[src/rtl/block_pkg.sv]
// Shared types and sizes for the block slot scheduler and its slot bank.
package block_pkg;

  localparam int NUM_SLOTS  = 12;
  localparam int NUM_BLOCKS = 256;
  localparam int WINDOW_Z   = 2048;

  localparam int X_W    = 12;
  localparam int Y_W    = 12;
  localparam int Z_W    = 14;
  localparam int DIR_W  = 3;
  localparam int ID_W   = 8;
  localparam int SLOT_W = 4;
  localparam int CNT_W  = 9;

  typedef struct packed {
    logic [X_W-1:0]   x;
    logic [Y_W-1:0]   y;
    logic [Z_W-1:0]   z;
    logic             color;
    logic [DIR_W-1:0] direction;
    logic [ID_W-1:0]  id;
    logic             visible;
  } block_t;

  typedef enum logic [1:0] {
    IDLE  = 2'd0,
    SCAN  = 2'd1,
    DRAIN = 2'd2,
    READY = 2'd3
  } sched_state_t;

  // Window upper bound is formed at Z_W+1 bits so it cannot wrap
  function automatic logic z_in_window(input logic [Z_W-1:0] z, input logic [Z_W-1:0] cam);
    logic [Z_W:0] hi;
    hi = {1'b0, cam} + (Z_W+1)'(WINDOW_Z);
    return (z >= cam) && ({1'b0, z} < hi);
  endfunction

endpackage

[src/rtl/block_slot_scheduler_slot_bank.sv]
// Shadow and active slot arrays; the active bank only changes on swap.
// Exposes shadow Z values when NEAREST_REPLACE_EN is defined.
module slot_bank
  import block_pkg::*;
(
  input  logic                       clk_in,
  input  logic                       rst_n_in,
  input  logic                       wr_en,
  input  logic [SLOT_W-1:0]          wr_idx,
  input  block_t                     wr_data,
  input  logic                       clear_shadow,
  input  logic                       swap,
`ifdef NEAREST_REPLACE_EN
  output logic [NUM_SLOTS*Z_W-1:0]   shadow_z,
`endif
  output logic [NUM_SLOTS*X_W-1:0]   block_x,
  output logic [NUM_SLOTS*Y_W-1:0]   block_y,
  output logic [NUM_SLOTS*Z_W-1:0]   block_z,
  output logic [NUM_SLOTS-1:0]       block_color,
  output logic [NUM_SLOTS*DIR_W-1:0] block_direction,
  output logic [NUM_SLOTS*ID_W-1:0]  block_id,
  output logic [NUM_SLOTS-1:0]       block_visible
);

  block_t shadow_r [NUM_SLOTS];
  block_t active_r [NUM_SLOTS];

  // Bank storage: swap reads the pre-clear shadow in the same edge
  always_ff @(posedge clk_in or negedge rst_n_in) begin
    if (!rst_n_in) begin
      for (int i = 0; i < NUM_SLOTS; i++) begin
        shadow_r[i] <= '0;
        active_r[i] <= '0;
      end
    end else begin
      for (int i = 0; i < NUM_SLOTS; i++) begin
        if (swap) begin
          active_r[i] <= shadow_r[i];
        end
        if (clear_shadow) begin
          shadow_r[i].visible <= 1'b0;
        end else if (wr_en && (wr_idx == SLOT_W'(i))) begin
          shadow_r[i] <= wr_data;
        end
      end
    end
  end

  for (genvar i = 0; i < NUM_SLOTS; i++) begin : g_unpack
    assign block_x[i*X_W +: X_W]           = active_r[i].x;
    assign block_y[i*Y_W +: Y_W]           = active_r[i].y;
    assign block_z[i*Z_W +: Z_W]           = active_r[i].z;
    assign block_color[i]                  = active_r[i].color;
    assign block_direction[i*DIR_W +: DIR_W] = active_r[i].direction;
    assign block_id[i*ID_W +: ID_W]        = active_r[i].id;
    assign block_visible[i]                = active_r[i].visible;
`ifdef NEAREST_REPLACE_EN
    assign shadow_z[i*Z_W +: Z_W]          = shadow_r[i].z;
`endif
  end

endmodule

[src/rtl/block_slot_scheduler.sv]
// Per-frame closest-block slot scheduler: scans block memory into a shadow bank and
// swaps it into the active bank at frame start. Option macro: NEAREST_REPLACE_EN.
module block_slot_scheduler
  import block_pkg::*;
(
  input  logic         clk_in,
  input  logic         rst_n_in,
  input  logic         frame_start_in,
  input  logic [13:0]  cam_z_in,
  output logic [7:0]   mem_addr_out,
  output logic         mem_rd_out,
  input  logic         mem_valid_in,
  input  logic [11:0]  mem_x_in,
  input  logic [11:0]  mem_y_in,
  input  logic [13:0]  mem_z_in,
  input  logic         mem_color_in,
  input  logic [2:0]   mem_direction_in,
  input  logic         mem_visible_in,
  output logic [143:0] block_x_out,
  output logic [143:0] block_y_out,
  output logic [167:0] block_z_out,
  output logic [11:0]  block_color_out,
  output logic [35:0]  block_direction_out,
  output logic [95:0]  block_ID_out,
  output logic [11:0]  block_visible_out,
  output logic         swap_out,
  output logic         busy_out,
  output logic         overflow_out,
  output logic         late_out
);

  localparam logic [7:0]        LAST_ADDR  = 8'(NUM_BLOCKS - 1);
  localparam logic [CNT_W-1:0]  ALL_BLOCKS = CNT_W'(NUM_BLOCKS);
  localparam logic [SLOT_W-1:0] SLOTS_FULL = SLOT_W'(NUM_SLOTS);

  sched_state_t      state_r, next_state_s;
  logic [7:0]        issue_cnt_r;
  logic [CNT_W-1:0]  resp_cnt_r;
  logic [SLOT_W-1:0] fill_cnt_r;
  logic [Z_W-1:0]    cam_z_r;
  logic              resp_en_r, rd_r, busy_r, swap_r, overflow_r, late_r;
  logic              scan_start_s, do_swap_s, late_set_s, last_issue_s;
  logic              beat_s, eligible_s, full_s, fill_s, drop_s, wr_en_s;
  logic [SLOT_W-1:0] wr_idx_s;
  block_t            wr_data_s;

`ifdef NEAREST_REPLACE_EN
  logic [NUM_SLOTS*Z_W-1:0] shadow_z_s;
  logic [Z_W-1:0]           max_z_s, max_z_r, max_z_eff_s;
  logic [SLOT_W-1:0]        max_idx_s, max_idx_r, max_idx_eff_s;
  logic                     wr_last_r;

  // Largest shadow Z (lowest index on ties); bypass the register right after a write
  always_comb begin
    max_z_s   = shadow_z_s[Z_W-1:0];
    max_idx_s = {SLOT_W{1'b0}};
    for (int i = 1; i < NUM_SLOTS; i++) begin
      if (shadow_z_s[i*Z_W +: Z_W] > max_z_s) begin
        max_z_s   = shadow_z_s[i*Z_W +: Z_W];
        max_idx_s = SLOT_W'(i);
      end else begin
        max_z_s   = max_z_s;
        max_idx_s = max_idx_s;
      end
    end
    if (wr_last_r) begin
      max_z_eff_s   = max_z_s;
      max_idx_eff_s = max_idx_s;
    end else begin
      max_z_eff_s   = max_z_r;
      max_idx_eff_s = max_idx_r;
    end
  end

  // Registered maximum tracker
  always_ff @(posedge clk_in or negedge rst_n_in) begin
    if (!rst_n_in) begin
      max_z_r   <= {Z_W{1'b0}};
      max_idx_r <= {SLOT_W{1'b0}};
      wr_last_r <= 1'b0;
    end else begin
      max_z_r   <= max_z_s;
      max_idx_r <= max_idx_s;
      wr_last_r <= wr_en_s;
    end
  end
`endif

  // State register
  always_ff @(posedge clk_in or negedge rst_n_in) begin
    if (!rst_n_in) begin
      state_r <= IDLE;
    end else begin
      state_r <= next_state_s;
    end
  end

  // Next-state logic
  always_comb begin
    next_state_s = state_r;
    case (state_r)
      IDLE:    if (frame_start_in) next_state_s = SCAN;  else next_state_s = IDLE;
      SCAN:    if (last_issue_s) next_state_s = DRAIN;   else next_state_s = SCAN;
      DRAIN:   if (resp_cnt_r == ALL_BLOCKS) next_state_s = READY; else next_state_s = DRAIN;
      READY:   if (frame_start_in) next_state_s = SCAN;  else next_state_s = READY;
      default: next_state_s = IDLE;
    endcase
  end

  // Control strobes decoded from state and frame start
  always_comb begin
    scan_start_s = 1'b0;
    do_swap_s    = 1'b0;
    late_set_s   = 1'b0;
    last_issue_s = 1'b0;
    case (state_r)
      IDLE:  scan_start_s = frame_start_in;
      SCAN: begin
        late_set_s   = frame_start_in;
        last_issue_s = (issue_cnt_r == LAST_ADDR);
      end
      DRAIN: late_set_s = frame_start_in;
      READY: begin
        scan_start_s = frame_start_in;
        do_swap_s    = frame_start_in;
      end
      default: scan_start_s = 1'b0;
    endcase
  end

  // Response filtering and shadow slot selection
  always_comb begin
    beat_s     = mem_valid_in && resp_en_r && (resp_cnt_r != ALL_BLOCKS) && !scan_start_s;
    eligible_s = beat_s && mem_visible_in && z_in_window(mem_z_in, cam_z_r);
    full_s     = (fill_cnt_r == SLOTS_FULL);
    fill_s     = eligible_s && !full_s;
    drop_s     = eligible_s && full_s;
    wr_data_s  = '{x: mem_x_in, y: mem_y_in, z: mem_z_in, color: mem_color_in,
                   direction: mem_direction_in, id: resp_cnt_r[ID_W-1:0], visible: 1'b1};
`ifdef NEAREST_REPLACE_EN
    if (drop_s && (mem_z_in < max_z_eff_s)) begin
      wr_en_s  = 1'b1;
      wr_idx_s = max_idx_eff_s;
    end else begin
      wr_en_s  = fill_s;
      wr_idx_s = fill_cnt_r;
    end
`else
    wr_en_s  = fill_s;
    wr_idx_s = fill_cnt_r;
`endif
  end

  // Counters, latched camera Z and registered status outputs
  always_ff @(posedge clk_in or negedge rst_n_in) begin
    if (!rst_n_in) begin
      issue_cnt_r <= 8'd0;
      resp_cnt_r  <= {CNT_W{1'b0}};
      fill_cnt_r  <= {SLOT_W{1'b0}};
      cam_z_r     <= {Z_W{1'b0}};
      resp_en_r   <= 1'b0;
      rd_r        <= 1'b0;
      busy_r      <= 1'b0;
      swap_r      <= 1'b0;
      overflow_r  <= 1'b0;
      late_r      <= 1'b0;
    end else begin
      rd_r   <= (next_state_s == SCAN);
      busy_r <= (next_state_s == SCAN) || (next_state_s == DRAIN);
      swap_r <= do_swap_s;
      if (scan_start_s) begin
        issue_cnt_r <= 8'd0;
        resp_cnt_r  <= {CNT_W{1'b0}};
        fill_cnt_r  <= {SLOT_W{1'b0}};
        cam_z_r     <= cam_z_in;
        resp_en_r   <= 1'b1;
        overflow_r  <= 1'b0;
      end else begin
        if ((state_r == SCAN) && !last_issue_s) issue_cnt_r <= issue_cnt_r + 8'd1;
        if (beat_s) resp_cnt_r <= resp_cnt_r + CNT_W'(1);
        if (fill_s) fill_cnt_r <= fill_cnt_r + SLOT_W'(1);
        if (drop_s) overflow_r <= 1'b1;
      end
      if (do_swap_s) begin
        late_r <= 1'b0;
      end else if (late_set_s) begin
        late_r <= 1'b1;
      end
    end
  end

  assign mem_addr_out = issue_cnt_r;
  assign mem_rd_out   = rd_r;
  assign busy_out     = busy_r;
  assign swap_out     = swap_r;
  assign overflow_out = overflow_r;
  assign late_out     = late_r;

  slot_bank u_slot_bank (
    .clk_in          (clk_in),
    .rst_n_in        (rst_n_in),
    .wr_en           (wr_en_s),
    .wr_idx          (wr_idx_s),
    .wr_data         (wr_data_s),
    .clear_shadow    (scan_start_s),
    .swap            (do_swap_s),
`ifdef NEAREST_REPLACE_EN
    .shadow_z        (shadow_z_s),
`endif
    .block_x         (block_x_out),
    .block_y         (block_y_out),
    .block_z         (block_z_out),
    .block_color     (block_color_out),
    .block_direction (block_direction_out),
    .block_id        (block_ID_out),
    .block_visible   (block_visible_out)
  );

endmodule

[config.mk]
export PLATFORM = sky130hd
export DESIGN_NAME = block_slot_scheduler
export DESIGN_NICKNAME = d
export VERILOG_FILES = /design/src/rtl/block_pkg.sv /design/src/rtl/block_slot_scheduler_slot_bank.sv /design/src/rtl/block_slot_scheduler.sv
export SDC_FILE = /design/constraint.sdc
export NUM_CORES = 2
export LEC_CHECK = 0
export ABC_AREA = 1
export BUFFER_PORTS_ARGS = -buffer_cell sky130_fd_sc_hd__buf_2
export CAP_MARGIN = 20
export CORE_MARGIN = 10
export CORE_UTILIZATION = 45
export DETAILED_ROUTE_END_ITERATION = 16
export MAX_ROUTING_LAYER = met4
export PLACE_DENSITY_LB_ADDON = 0.05
export SLEW_MARGIN = 10
export SYNTH_ARGS = -nofsm -noshare
export SYNTH_HDL_FRONTEND = slang
export SYNTH_SLANG_ARGS = --single-unit
[constraint.sdc]
create_clock -name clk_in -period 3.2 [get_ports clk_in]
set_input_delay 0 -clock clk_in [delete_from_list [all_inputs] [get_ports clk_in]]
set_output_delay 0 -clock clk_in [all_outputs]
set_load 0.1 [all_outputs]
==> metrics.csv <==
metric,value,unit
status,"complete, no violations",
clock slew at reported path FFs,0.06,ns
total track usage,0.287,
Routed WL,177000,um
row count,122,
CTS Root Buffer Type,clkbuf_16,
Setup crit end kind,flop,
H-tree depth,4,
largest net degree at the start of global routing,144,
initial antenna violation count,1,
Yosys Warn Count,0,
Post-CTS Resized,0,
Tightest Pin Transition,0.809,ns
mean routed wirelength per cell,22.8,um
Critical Path Sink,u_slot_bank.shadow_r[344],
Pwr Total,37.7,mW
min Tclk post-route,2.78,ns
cell count after synthesis,5556,
Worst Reg-to-Reg Cells,16,
critical path arrival,3.42,ns
vias in the first global route,40300,
post-synthesis area per instance,9.03,sq um
Synth async-reset ratio,1.00,
Setup WS post-layout,0.418,ns
Area contributors post-synth,"dfrtp_1 63%, nand2_1 22%, nand4_1 5.7%",
commonest cells in the netlist,"2954 x nand2_1, 1267 x dfrtp_1, 456 x nand4_1",
worst r2r dst,u_slot_bank.shadow_r[344],
Top Ports,686,
CP startpoint,cam_z_r[11],
Initial Util,0.453,
flop-to-flop setup slack,0.42,ns
Multi-input gate area,16100,sq um
CTS tree,done,
Core ar.,111000,sq um
global-route wire length before repair,267000,um
P_leak,34.9,nW
CTS buffer count,138,
#FFs+latches synth,1267,
Die X,354,um
WP data required,3.84,ns
P per Cell Area,623,nW/um^2
Tcrit/Tclk final,0.869,
Die Footprint,125000,sq um
DR iter-0 viols,4185,
GRT overflow,0,
synthesized cell area,50200,sq um
filler instances,10200,
Final nets,6246,
predominant post-synthesis flop cell,dfrtp_1,
Layout area overhead,20.4,%
vias per inst,5.25,
Hold Slack,0.00682,ns
CTS max path bufs,3,
Via Count,40600,
"Clk Latency, worst-skew pair",0.77,ns
max-slew violations,0,
Clock Skew,0.0255,ns
Synth cell types,33,
class of the most critical setup path,flop to flop,
DRT antenna net count,0,
fmax,0.359,GHz
FF-to-FF Start,cam_z_r[11],
TritonCTS Sinks,1267,
die span in y,354,um
most numerous cell in the Yosys netlist,nand2_1,
"Setup violations, final",0,
post-DP HPWL,113000,um
number of synthesized flops with an enable pin,0,
syn_nets,5647,
post-synthesis sequential area ratio,0.632,
Final Core Density,0.546,
FF+latch area,31700,sq um
buffers added on ports,685,
sum of negative setup slack,0,ns
DRC,0,
unrepaired setup endpoints after global routing,false,
peak supply drop,0.000916,V
Max Cap Viol,0,
cell taking the most area after synthesis,dfrtp_1,
Final Hold Viols,0,
worst rel slew slack,0.461,
area fraction of the dominant cell type after synthesis,0.632,
1st-pass router iterations,6,
CP max FO,30,
Place WS,0.410,ns
gpl congestion,0.810,
Hold Path Class,primary input to async pin,
CP startpoint kind,flop,
layout cell share with drive strength beyond 1,0.166,
[cell usage in the layout (no fill, tap or decap), types with 14 or more instances in the layout]
cell type	instances
dlygate4sd3_1	73
o21ai_1	114
nand3_1	19
inv_1	117
clkbuf_8	26
a21oi_1	14
dfrtp_1	1267
clkbuf_16	146
nand2_1	2950
buf_4	66
o21ai_0	87
ha_1	30
buf_2	684
nand4_1	456
buf_12	52
nor2_1	27
clkbuf_1	36
[flip-flops by register name, summed over array words and instances (netlist names)]
name and cells:
u_slot_bank.block_id 96, overflow_out 1, late_out 1, resp_cnt_r 9, u_slot_bank.shadow_r 612, u_slot_bank.block_x 144, mem_rd_out 1, u_slot_bank.block_direction 36
u_slot_bank.block_visible 12, busy_out 1, cam_z_r 14, state_r 2, u_slot_bank.block_color 12, swap_out 1, resp_en_r 1, fill_cnt_r 4
u_slot_bank.block_z 168, mem_addr_out 8, u_slot_bank.block_y 144
[worst min-delay path by stage]
stage | end | slack [ns] | depth (start not counted) | startpoint
final | u_slot_bank.block_x[101] | 0.007 | 3 | rst_n_in
after global routing | u_slot_bank.block_x[101] | 0.03 | 3 | rst_n_in
after CTS | u_slot_bank.shadow_r[198] | 0.009 | 3 | rst_n_in
after detailed placement | u_slot_bank.shadow_r[403] | -0.01 | 1 | rst_n_in
after global placement | u_slot_bank.shadow_r[403] | -0.02 | 1 | rst_n_in
after floorplan | busy_out | -0.30 | 0 | rst_n_in
[layout make-up]
type / instances / share of cell area
antenna: 1 / 0.0000414
sequential: 1267 / 0.525
inverter: 126 / 0.00808
tap: 1488 / 0.0308
timing repair buffer: 876 / 0.0947
multi-input combinational: 3746 / 0.266
clock buffer: 208 / 0.0686
clock inverter: 27 / 0.00675
[critical path, cell delays in order (launching register included)]
cell	delay, ns
dfrtp_1	0.41
ha_1	0.29
inv_1	0.04
ha_1	0.28
nand2_1	0.07
nand2_1	0.05
nand3_1	0.06
nand3_1	0.07
nor2_1	0.10
nand3_1	0.11
nor2_4	0.12
buf_12	0.22
buf_12	0.24
nand3_4	0.08
buf_4	0.31
nand2_1	0.12
nand2_1	0.05
[what timing repair did]
| action | 4_1_cts | 5_1_grt |
|---|---|---|
| buffers inserted | 0 | 0 |
| hold endpoints to repair | 1795 | 0 |
| hold buffers | 74 | 0 |
[layer usage]
layer	vias up	routed length [um]	GRT usage
li1	18900	-	-
met1	20100	77300	0.387
met2	1388	82800	0.439
met3	277	11100	0.0482
met4	0	5580	0.0958
met5	-	0	-
[logic make-up after synthesis]
kind of cell	count (synthesis)	synth area share
simple gates	3488	0.287
flops	1267	0.632
buf+inv	543	0.0496
compound gates	221	0.0224
fa+ha+maj	30	0.00748
xor+xnor	7	0.00122
[through the flow]
step | area [sq um] | cells
after floorplan | 50200 | 5556
after global placement | 55100 | 7429
after detailed placement | 55100 | 7429
after CTS | 60400 | 7738
after global routing | 60400 | 7738
final | 60400 | 7739
[where the power goes]
group	switching [mW]	total, mW	internal (mW)
sequential	0.542	17.5	17.0
clock	6.52	16.2	9.64
combinational	2.92	3.99	1.07
total	9.99	37.7	27.7
(Power assumes the default switching activity.)
